==> config.mk <==
export PLATFORM = sky130hd
export DESIGN_NAME = sin_pwm_dac
export DESIGN_NICKNAME = d
export VERILOG_FILES = /design/src/rtl/sin_pwm_pkg.sv /design/src/rtl/sin_pwm_dac_core.sv /design/src/rtl/sin_pwm_dac.sv
export SDC_FILE = /design/constraint.sdc
export NUM_CORES = 1
export LEC_CHECK = 0
export BUFFER_PORTS_ARGS = -buffer_cell sky130_fd_sc_hd__clkbuf_2
export CAP_MARGIN = 10
export CORE_MARGIN = 4
export CORE_UTILIZATION = 30
export CTS_CLUSTER_SIZE = 8
export DETAILED_ROUTE_END_ITERATION = 10
export GPL_TIMING_DRIVEN = 0
export HOLD_SLACK_MARGIN = 0.02
export SYNTH_ARGS = -nofsm -noshare
export SYNTH_HDL_FRONTEND = slang
export SYNTH_SLANG_ARGS = --single-unit
export TNS_END_PERCENT = 50
==> constraint.sdc <==
create_clock -name clk -period 1.8 [get_ports clk]
set_input_delay 0.09 -clock clk [delete_from_list [all_inputs] [get_ports clk]]
set_output_delay 0.09 -clock clk [all_outputs]
set_load 0.02 [all_outputs]
==> src/rtl/sin_pwm_pkg.sv <==
// Shared widths, midscale constant and the sample-to-duty mapping for sin_pwm_dac.
// The default widths here are also the default parameters of the design.
package sin_pwm_pkg;

   localparam int SPW_DATA_W = 16;
   localparam int SPW_CNT_W  = 8;
   localparam int FRAC_W     = SPW_DATA_W - SPW_CNT_W;

   localparam logic [SPW_CNT_W-1:0] MIDSCALE = {1'b1, {(SPW_CNT_W-1){1'b0}}};

   // Two's complement to offset binary, keeping the top CNT_W bits.
   function automatic logic [SPW_CNT_W-1:0] to_duty(input logic signed [SPW_DATA_W-1:0] sample);
      logic [SPW_DATA_W-1:0] ofs;
      ofs = sample ^ {1'b1, {(SPW_DATA_W-1){1'b0}}};
      return ofs[SPW_DATA_W-1 -: SPW_CNT_W];
   endfunction

   function automatic logic [FRAC_W-1:0] to_frac(input logic signed [SPW_DATA_W-1:0] sample);
      logic [SPW_DATA_W-1:0] ofs;
      ofs = sample ^ {1'b1, {(SPW_DATA_W-1){1'b0}}};
      return ofs[FRAC_W-1:0];
   endfunction

endpackage

==> src/rtl/sin_pwm_dac_core.sv <==
// Free-running PWM period counter with a registered duty comparator.
// DUTY_W may be one bit wider than the counter so that a full-scale duty stays high all period.
module sin_pwm_core
   import sin_pwm_pkg::*;
#(
   parameter int CNT_W  = SPW_CNT_W,
   parameter int DUTY_W = SPW_CNT_W
) (
   input  logic              clk,
   input  logic              rst,
   input  logic [DUTY_W-1:0] duty,
   output logic              pwm_out,
   output logic              period_start,
   output logic              boundary
);

   logic [CNT_W-1:0] cnt;

   always_ff @(posedge clk) begin
      if (rst) begin
         cnt     <= '0;
         pwm_out <= 1'b0;
      end else begin
         cnt     <= cnt + CNT_W'(1);
         pwm_out <= (DUTY_W'(cnt) < duty);
      end
   end

   assign period_start = (cnt == '0);
   assign boundary     = &cnt;

endmodule

==> src/rtl/sin_pwm_dac.sv <==
// Signed-sample to PWM DAC: one-entry holding buffer, period-boundary load/bypass, sticky underrun.
// Define SIN_PWM_DITHER_EN to dither the truncated sample LSBs into the duty across periods.
module sin_pwm_dac
   import sin_pwm_pkg::*;
#(
   parameter int DATA_W = SPW_DATA_W,
   parameter int CNT_W  = SPW_CNT_W
) (
   input  logic                     clk,
   input  logic                     rst,
   input  logic signed [DATA_W-1:0] in_data,
   input  logic                     in_valid,
   output logic                     in_ready,
   output logic                     pwm_out,
   output logic                     period_start,
   output logic                     underrun
);

`ifdef SIN_PWM_DITHER_EN
   localparam int DUTY_W = CNT_W + 1;
`else
   localparam int DUTY_W = CNT_W;
`endif

   logic              pending_full;
   logic [CNT_W-1:0]  pending_duty;
   logic [CNT_W-1:0]  active_duty;
   logic [CNT_W-1:0]  in_duty;
   logic [CNT_W-1:0]  next_duty;
   logic [DUTY_W-1:0] core_duty;
   logic              boundary;
   logic              accept;

   assign in_duty  = to_duty(in_data);
   assign in_ready = !pending_full;
   assign accept   = in_valid & in_ready;

   // Buffered sample wins; otherwise a sample offered on the boundary bypasses the buffer.
   always_comb begin
      next_duty = active_duty;
      if (pending_full)
         next_duty = pending_duty;
      else if (in_valid)
         next_duty = in_duty;
   end

   always_ff @(posedge clk) begin
      if (rst) begin
         pending_full <= 1'b0;
         pending_duty <= '0;
         active_duty  <= MIDSCALE;
         underrun     <= 1'b0;
      end else if (boundary) begin
         pending_full <= 1'b0;
         active_duty  <= next_duty;
         if (!pending_full && !in_valid)
            underrun <= 1'b1;
      end else if (accept) begin
         pending_full <= 1'b1;
         pending_duty <= in_duty;
      end
   end

`ifdef SIN_PWM_DITHER_EN
   logic [FRAC_W-1:0] pending_frac;
   logic [FRAC_W-1:0] active_frac;
   logic [FRAC_W-1:0] next_frac;
   logic [FRAC_W-1:0] acc;
   logic [FRAC_W:0]   frac_sum;
   logic [DUTY_W-1:0] duty_eff;

   always_comb begin
      next_frac = active_frac;
      if (pending_full)
         next_frac = pending_frac;
      else if (in_valid)
         next_frac = to_frac(in_data);
   end

   assign frac_sum = {1'b0, acc} + {1'b0, next_frac};

   // Carry out of the residual accumulator stretches this period by one count.
   always_ff @(posedge clk) begin
      if (rst) begin
         pending_frac <= '0;
         active_frac  <= '0;
         acc          <= '0;
         duty_eff     <= {1'b0, MIDSCALE};
      end else if (boundary) begin
         active_frac <= next_frac;
         acc         <= frac_sum[FRAC_W-1:0];
         duty_eff    <= {1'b0, next_duty} + DUTY_W'(frac_sum[FRAC_W]);
      end else if (accept) begin
         pending_frac <= to_frac(in_data);
      end
   end

   assign core_duty = duty_eff;
`else
   assign core_duty = active_duty;
`endif

   sin_pwm_core #(
      .CNT_W  (CNT_W),
      .DUTY_W (DUTY_W)
   ) u_core (
      .clk          (clk),
      .rst          (rst),
      .duty         (core_duty),
      .pwm_out      (pwm_out),
      .period_start (period_start),
      .boundary     (boundary)
   );

endmodule

Yosys cells after proc, flatten, opt, wreduce, memory -nomap -nowiden
Cells that the tools add are included.
W data, S select, Z words.
- register bits after elaboration: 27
- bits in latches: 0
- bits in writable memories: 0
- ROM bits: 0
- input port bits: 19
- memories: 0
- add/subtract/negate cells: 1
- $mul: 0
- div/mod/pow operators: 0
- magnitude comparators: 1
- equality and inequality tests: 0
- shift-type cells: 0
- multiplexer cells: 2
- bitwise logic cells: 3
- reduce and logical (&&, ||, !) cells: 10
- operator list (operator ; count):
    $reduce_and A9 Y1 ; 2
    $mux W8 ; 2
    $add A8 B1 Y8 const B ; 1
    $logic_not A8 Y1 ; 1
    $lt A8 B8 Y1 ; 1
    $reduce_and A8 Y1 ; 1
    $logic_not A1 Y1 ; 2
    $not A1 Y1 ; 2
    $reduce_and A2 Y1 ; 1
    $reduce_bool A2 Y1 ; 1
    $reduce_or A2 Y1 ; 1
    $and A1 B1 Y1 ; 1
    $logic_and A1 B1 Y1 ; 1

Longest topological paths before layout
Gate-level depths: netlist of the first run.
- depth after elaboration: 3
- depth in mapped cells: 6

Cells and area by module
From an unflattened synthesis of the first run, not the netlist that was laid out.
- cells, all modules: 142
- area, all modules: 1282.5 um2
- modules (own cells, without submodules) (module ; instances ; cells an instance ; area each (um2)):
    sin_pwm_dac ; 1 ; 79 ; 730.7
    sin_pwm_core ; 1 ; 63 ; 551.8

Least setup slack after synthesis of the first run
OpenSTA, ideal clock, no wires.
- kind: reg2out
- start: register u_core.cnt[0]
- end: output period_start
- arrival time: 1.721 ns
- data required time: 1.710 ns
- slack: -0.011 ns
- stages on the path, launching flop included: 5
- cells stage by stage: dfxtp_1 -> inv_1 -> ha_1 -> or4b_2 -> nor4_1
- longest elaborated chain between the ends: 1
- RTL lines (what ; RTL line ; text):
    start: declaration ; sin_pwm_dac_core.sv:17 ; logic [CNT_W-1:0] cnt;
    start signal: assignment ; sin_pwm_dac_core.sv:24 ; cnt <= cnt + CNT_W'(1);
    $logic_not A8 Y1 ; sin_pwm_dac_core.sv:29 ; assign period_start = (cnt == '0);
    end: declaration ; sin_pwm_dac.sv:15 ; output logic period_start,
Every way passes these cells.

Worst setup path after layout of the first run
Ends and elaborated chain as after synthesis.

==> flow_metrics.env, run 1 <==
export IMPL_final_cell_mix="24 x nor2_1, 24 x dfxtp_1, 11 x clkbuf_2"
export IMPL_viasPerCell=4.91
export IMPL_hold_path_class="input port to flop"
export IMPL_routabilityCongestion=0.723
export IMPL_setup_tns_ns=0
export IMPL_root_buffer="clkbuf_8"
export IMPL_syn_to_final_growth_pct=20.4
export IMPL_synth_top_cell_by_area="dfxtp_1"
export IMPL_rsz0062_at_grt="false"
export IMPL_clk_latency_ns=0.27
export IMPL_tightest_slew_ns=0.485
export IMPL_outcome="finished, final reports clean"
export IMPL_min_period_ns=1.74
export IMPL_final_area_um2=1540
export IMPL_dpl_hpwl_um=1920
export IMPL_drt_iter0_markers=43
export IMPL_routed_wl_um=2740
export IMPL_synth_seq_area_share_pct=42.3
export IMPL_finalHoldViolCount=0
export IMPL_max_vdd_ir_drop_uv=316
export IMPL_postRouteAntennaNets=0
export IMPL_critPathMaxFanout=2
export IMPL_grt_pass1_vias=990
export IMPL_power_density_nw_per_um2=734
export IMPL_rows=23
export IMPL_critPathArrivalTime_ns=1.65
export IMPL_nFillCells=432
export IMPL_tritoncts="built"
export IMPL_syn_nets=172
export IMPL_synth_area_top_cells="dfxtp_1 42%, ha_1 8.8%, nor2_1 7.0%"
export IMPL_layoutNonFillerInstCount=216
export IMPL_relSlewSlack_pct=67.7
export IMPL_grtUsageTotal_pct=11.2
export IMPL_start_util_pct=31.5
export IMPL_antenna_found_initial=0
export IMPL_synth_top_area_share_pct=42.3
export IMPL_syn_inst=144
export IMPL_final_core_util_pct=37.9
export IMPL_grt_pass1_wl_um=4700
export IMPL_max_cap_violations=0
export IMPL_synth_edf_count=0
export IMPL_regArea_um2=547
export IMPL_cts_max_level=1
export IMPL_die_y_um=73.3
export IMPL_multi_input_area_um2=702
export IMPL_dieArea_um2=5370
export IMPL_syn_avg_cell_area_um2=8.88
export IMPL_yosysUniqueCellTypes=36
export IMPL_io_pins=23
export IMPL_synth_flop_cell="dfxtp_1"
export IMPL_cts_buffer_depth=2
export IMPL_crit_type="flop to primary output"
export IMPL_diodes=0
export IMPL_dp_cells=206
export IMPL_end_kind="primary output"
export IMPL_startpoint_type="flop"
export IMPL_routed_via_count=1060
export IMPL_grt_remaining_overflow=0
export IMPL_io_buffers=12
export IMPL_route_detailed_drc=0
export IMPL_ys_async_sr_fraction_pct=0
export IMPL_min_period_over_period_pct=96.4
export IMPL_core_um2=4060
export IMPL_ys_ff_latch=27
export IMPL_clk_pin_slew_ns=0.10
export IMPL_skew_ns=0.00819
export IMPL_synth_area_um2=1280
export IMPL_die_w_um=73.3
export IMPL_max_freq_ghz=0.576
export IMPL_p_leak_nw=0.638
export IMPL_numCtsBuffers=3
export IMPL_clock_sinks=27
export IMPL_finalSetupViolCount=0
export IMPL_final_max_slew_violation_count=0
export IMPL_drive_gt1_share_pct=21.7
export IMPL_cp_required_ns=1.71
export IMPL_postPlaceCellArea_um2=1410
export IMPL_wire_per_inst_um=12.7
export IMPL_num_nets_final=195
export IMPL_first_pass_iters=4
export IMPL_yosys_warnings=0
export IMPL_grt_max_degree=16
-- Yosys cell counts (2+ instances only) --
library cell	count
a21oi_1	2
a221oi_1	7
buf_1	2
clkbuf_1	3
dfxtp_1	27
ha_1	9
inv_1	12
mux2i_1	7
nand2_1	10
nand3_1	3
nor2_1	24
o21ai_0	9
o31ai_1	2
or3_2	2
xnor2_1	2
xor2_1	3
-- registers in the layout, indices dropped and copies added, names as in the netlist --
| signal | cells |
|---|---|
| active_duty | 8 |
| pending_duty | 8 |
| pending_full | 1 |
| u_core.cnt | 8 |
| u_core.pwm_out | 1 |
| underrun | 1 |
-- critical path, cell delays in order, from the launching register on --
cell     delay, ns
dfxtp_4       0.35
inv_2         0.06
ha_4          0.11
or4b_4        0.46
nor4_4        0.21
buf_4         0.17
-- layer usage --
metal	share of wire (%)	GRT usage, %	routed length (um)
met2	47	18.1	1280
met1	49	14.8	1340
met3	2.9	2.19	79
met4	1.3	4.30	36
met5	0	0	0
-- power by group --
part	total (mW)	switching [mW]	leakage, nW	internal [mW]
Clock	0.348	0.193	0.0255	0.155
Combinational	0.153	0.0820	0.391	0.0706
Sequential	0.629	0.0130	0.221	0.616
-- area by class of cell --
cell class	count	share of cell area [%]
Inverter	12	2.93
Tap cell	50	4.07
Clock inverter	1	0.325
Clock buffer	3	2.68
Timing Repair Buffer	18	7.15
Buffer	6	1.71
Sequential cell	27	35.5
Multi-Input combinational cell	99	45.6
-- repair_timing --
action,in CTS,in global routing
endpoints found under the hold margin,1,0
hold buffers,1,0
pin swaps,2,1
gates resized for setup,10,5
setup buffers,2,3
setup endpoints to repair,1,17
-- through the flow --
stage / hold WS [ns] / worst slack (ns) / power [mW]
finish: 0.0656 / 0.0646 / 1.13
global route: 0.0700 / 0.0000113 / 1.20
CTS: 0.0585 / 0.0153 / 1.14
detailed placement: 0.300 / 0.0821 / 0.775
global placement: 0.306 / 0.0840 / 0.773
floorplan: 0.193 / 0.209 / 0.733
-- cell families after synthesis --
family	Yosys count	synth area share, %
AOI/OAI and AO/OA	29	16.0
xor gates and xnor gates	5	3.43
adders and majority gates	9	8.81
buffers and inverters	18	5.38
DFF	27	42.3
muxes	7	5.48
and+or+nand+nor	49	18.6
-- path summary, 6_finish.rpt --
path	startpoint	endpoint	slack (ns)	depth (start not counted)
max	u_core.cnt[0]	period_start	0.06	5
min	in_data[14]	pending_duty[6]	0.07	3
max reg2reg	u_core.cnt[0]	pending_duty[4]	0.16	7
min reg2reg	underrun	underrun	0.48	2
No activity file was read; power rests on OpenSTA's default activity.
==> inputs of run 2 (changes only) <==
- BUFFER_PORTS_ARGS: -buffer_cell sky130_fd_sc_hd__clkbuf_2 -> default
- DONT_BUFFER_PORTS: default -> 1
==> flow_metrics.env, run 2 (synthesis results as in run 1) <==
export IMPL_outcome="finished, final reports clean"
export IMPL_end_kind="primary output"
export IMPL_grt_max_degree=17
export IMPL_clk_pin_slew_ns=0.10
export IMPL_wire_per_inst_um=13.5
export IMPL_p_leak_nw=0.612
export IMPL_max_cap_violations=0
export IMPL_relSlewSlack_pct=68.3
export IMPL_skew_ns=0.00221
export IMPL_hold_ws_ns=0.115
export IMPL_numCtsBuffers=3
export IMPL_dpl_hpwl_um=2040
export IMPL_dp_cells=194
export IMPL_clock_sinks=27
export IMPL_pre_cts_slack_ns=0.0683
export IMPL_drt_iter0_markers=36
export IMPL_start_util_pct=31.5
export IMPL_finalHoldViolCount=0
export IMPL_io_pins=23
export IMPL_drive_gt1_share_pct=12.4
export IMPL_viasPerCell=5.08
export IMPL_hold_path_class="input port to flop"
export IMPL_rows=23
export IMPL_rsz0062_at_grt="true"
export IMPL_max_vdd_ir_drop_uv=621
export IMPL_cts_max_level=1
export IMPL_top_regs="active_duty x8, pending_duty x8, u_core.cnt x8"
export IMPL_grtUsageTotal_pct=11.5
export IMPL_core_um2=4060
export IMPL_startpoint_type="flop"
export IMPL_layoutNonFillerInstCount=211
export IMPL_max_freq_ghz=0.590
export IMPL_antenna_found_initial=0
export IMPL_diodes=0
export IMPL_critPathMaxFanout=3
export IMPL_grt_pass1_wl_um=4770
export IMPL_min_period_over_period_pct=94.2
export IMPL_io_buffers=0
export IMPL_route_detailed_drc=0
export IMPL_root_buffer="clkbuf_8"
export IMPL_tritoncts="built"
export IMPL_grt_pass1_vias=1054
export IMPL_cp_required_ns=1.71
export IMPL_routabilityCongestion=0.742
export IMPL_num_nets_final=190
export IMPL_routed_wl_um=2840
export IMPL_final_common_cell="dfxtp_1"
export IMPL_min_period_ns=1.70
export IMPL_postRouteAntennaNets=0
export IMPL_crit_type="flop to primary output"
export IMPL_tightest_slew_ns=0.476
export IMPL_grt_remaining_overflow=0
export IMPL_setup_ws_ns=0.104
export IMPL_die_w_um=73.3
export IMPL_cts_buffer_depth=2
export IMPL_finalSetupViolCount=0
export IMPL_first_pass_iters=5
export IMPL_final_cell_mix="25 x dfxtp_1, 24 x nor2_1, 12 x inv_1"
export IMPL_power_density_nw_per_um2=733
export IMPL_routed_via_count=1072
export IMPL_critPathArrivalTime_ns=1.61
export IMPL_final_max_slew_violation_count=0
export IMPL_dieArea_um2=5370
export IMPL_clk_latency_ns=0.27
export IMPL_syn_to_final_growth_pct=20.1
export IMPL_die_y_um=73.3
export IMPL_total_power_mw=1.12
run 2: critical path: stages, from the launching register on:
cell and delay, ns:
dfxtp_4 0.36, inv_1 0.05, ha_1 0.15, or4b_4 0.47, nor4_4 0.31
run 2: metrics by stage:
stage          area (um2)  util, %  setup TNS, ns
6_report             1540     37.8              0
5_1_grt              1540     37.8       -0.00644
4_1_cts              1510     37.2              0
3_5_place_dp         1350     33.2              0
3_3_place_gp         1350     33.2              0
2_1_floorplan        1280        -              0
run 2: area by class of cell:
| cell class | count | area, um2 |
|---|---|---|
| Buffer | 6 | 26.3 |
| Inverter | 12 | 45.0 |
| Clock buffer | 3 | 41.3 |
| Multi-Input combinational cell | 99 | 689 |
| Clock inverter | 1 | 7.51 |
| Sequential cell | 27 | 546 |
| Tap cell | 50 | 62.6 |
| Timing Repair Buffer | 13 | 118 |
| Fill cell | 406 | 2520 |
run 2: path summary, 6_finish.rpt:
check / start / end / slack [ns] / cells past startpoint
max: u_core.cnt[0] / period_start / 0.10 / 4
min: in_data[8] / active_duty[0] / 0.12 / 4
min reg2reg: active_duty[0] / active_duty[0] / 0.48 / 2
max reg2reg: u_core.cnt[0] / pending_duty[0] / 0.11 / 7
run 2: report_power, final:
part / total [mW] / switching, mW / internal (mW)
Clock: 0.355 / 0.198 / 0.157
Sequential: 0.633 / 0.0166 / 0.617
Combinational: 0.137 / 0.0727 / 0.0640
Total: 1.12 / 0.287 / 0.838
run 2: repair_timing:
| action | 4_1_cts | 5_1_grt |
|---|---|---|
| buffers inserted | 2 | 3 |
| hold buffers | 8 | 0 |
| hold endpoints to repair | 8 | 0 |
| resized for setup | 5 | 3 |
| endpoints found under the setup margin | 1 | 17 |
| pin swaps | 1 | 2 |
run 2: metal layers:
metal,vias to the layer above,part of all wire (%),track usage (%)
met5,-,0,0
met4,0,0.95,2.46
met3,2,5.2,3.56
met2,20,49,19.9
met1,515,45,13.8
li1,535,-,-
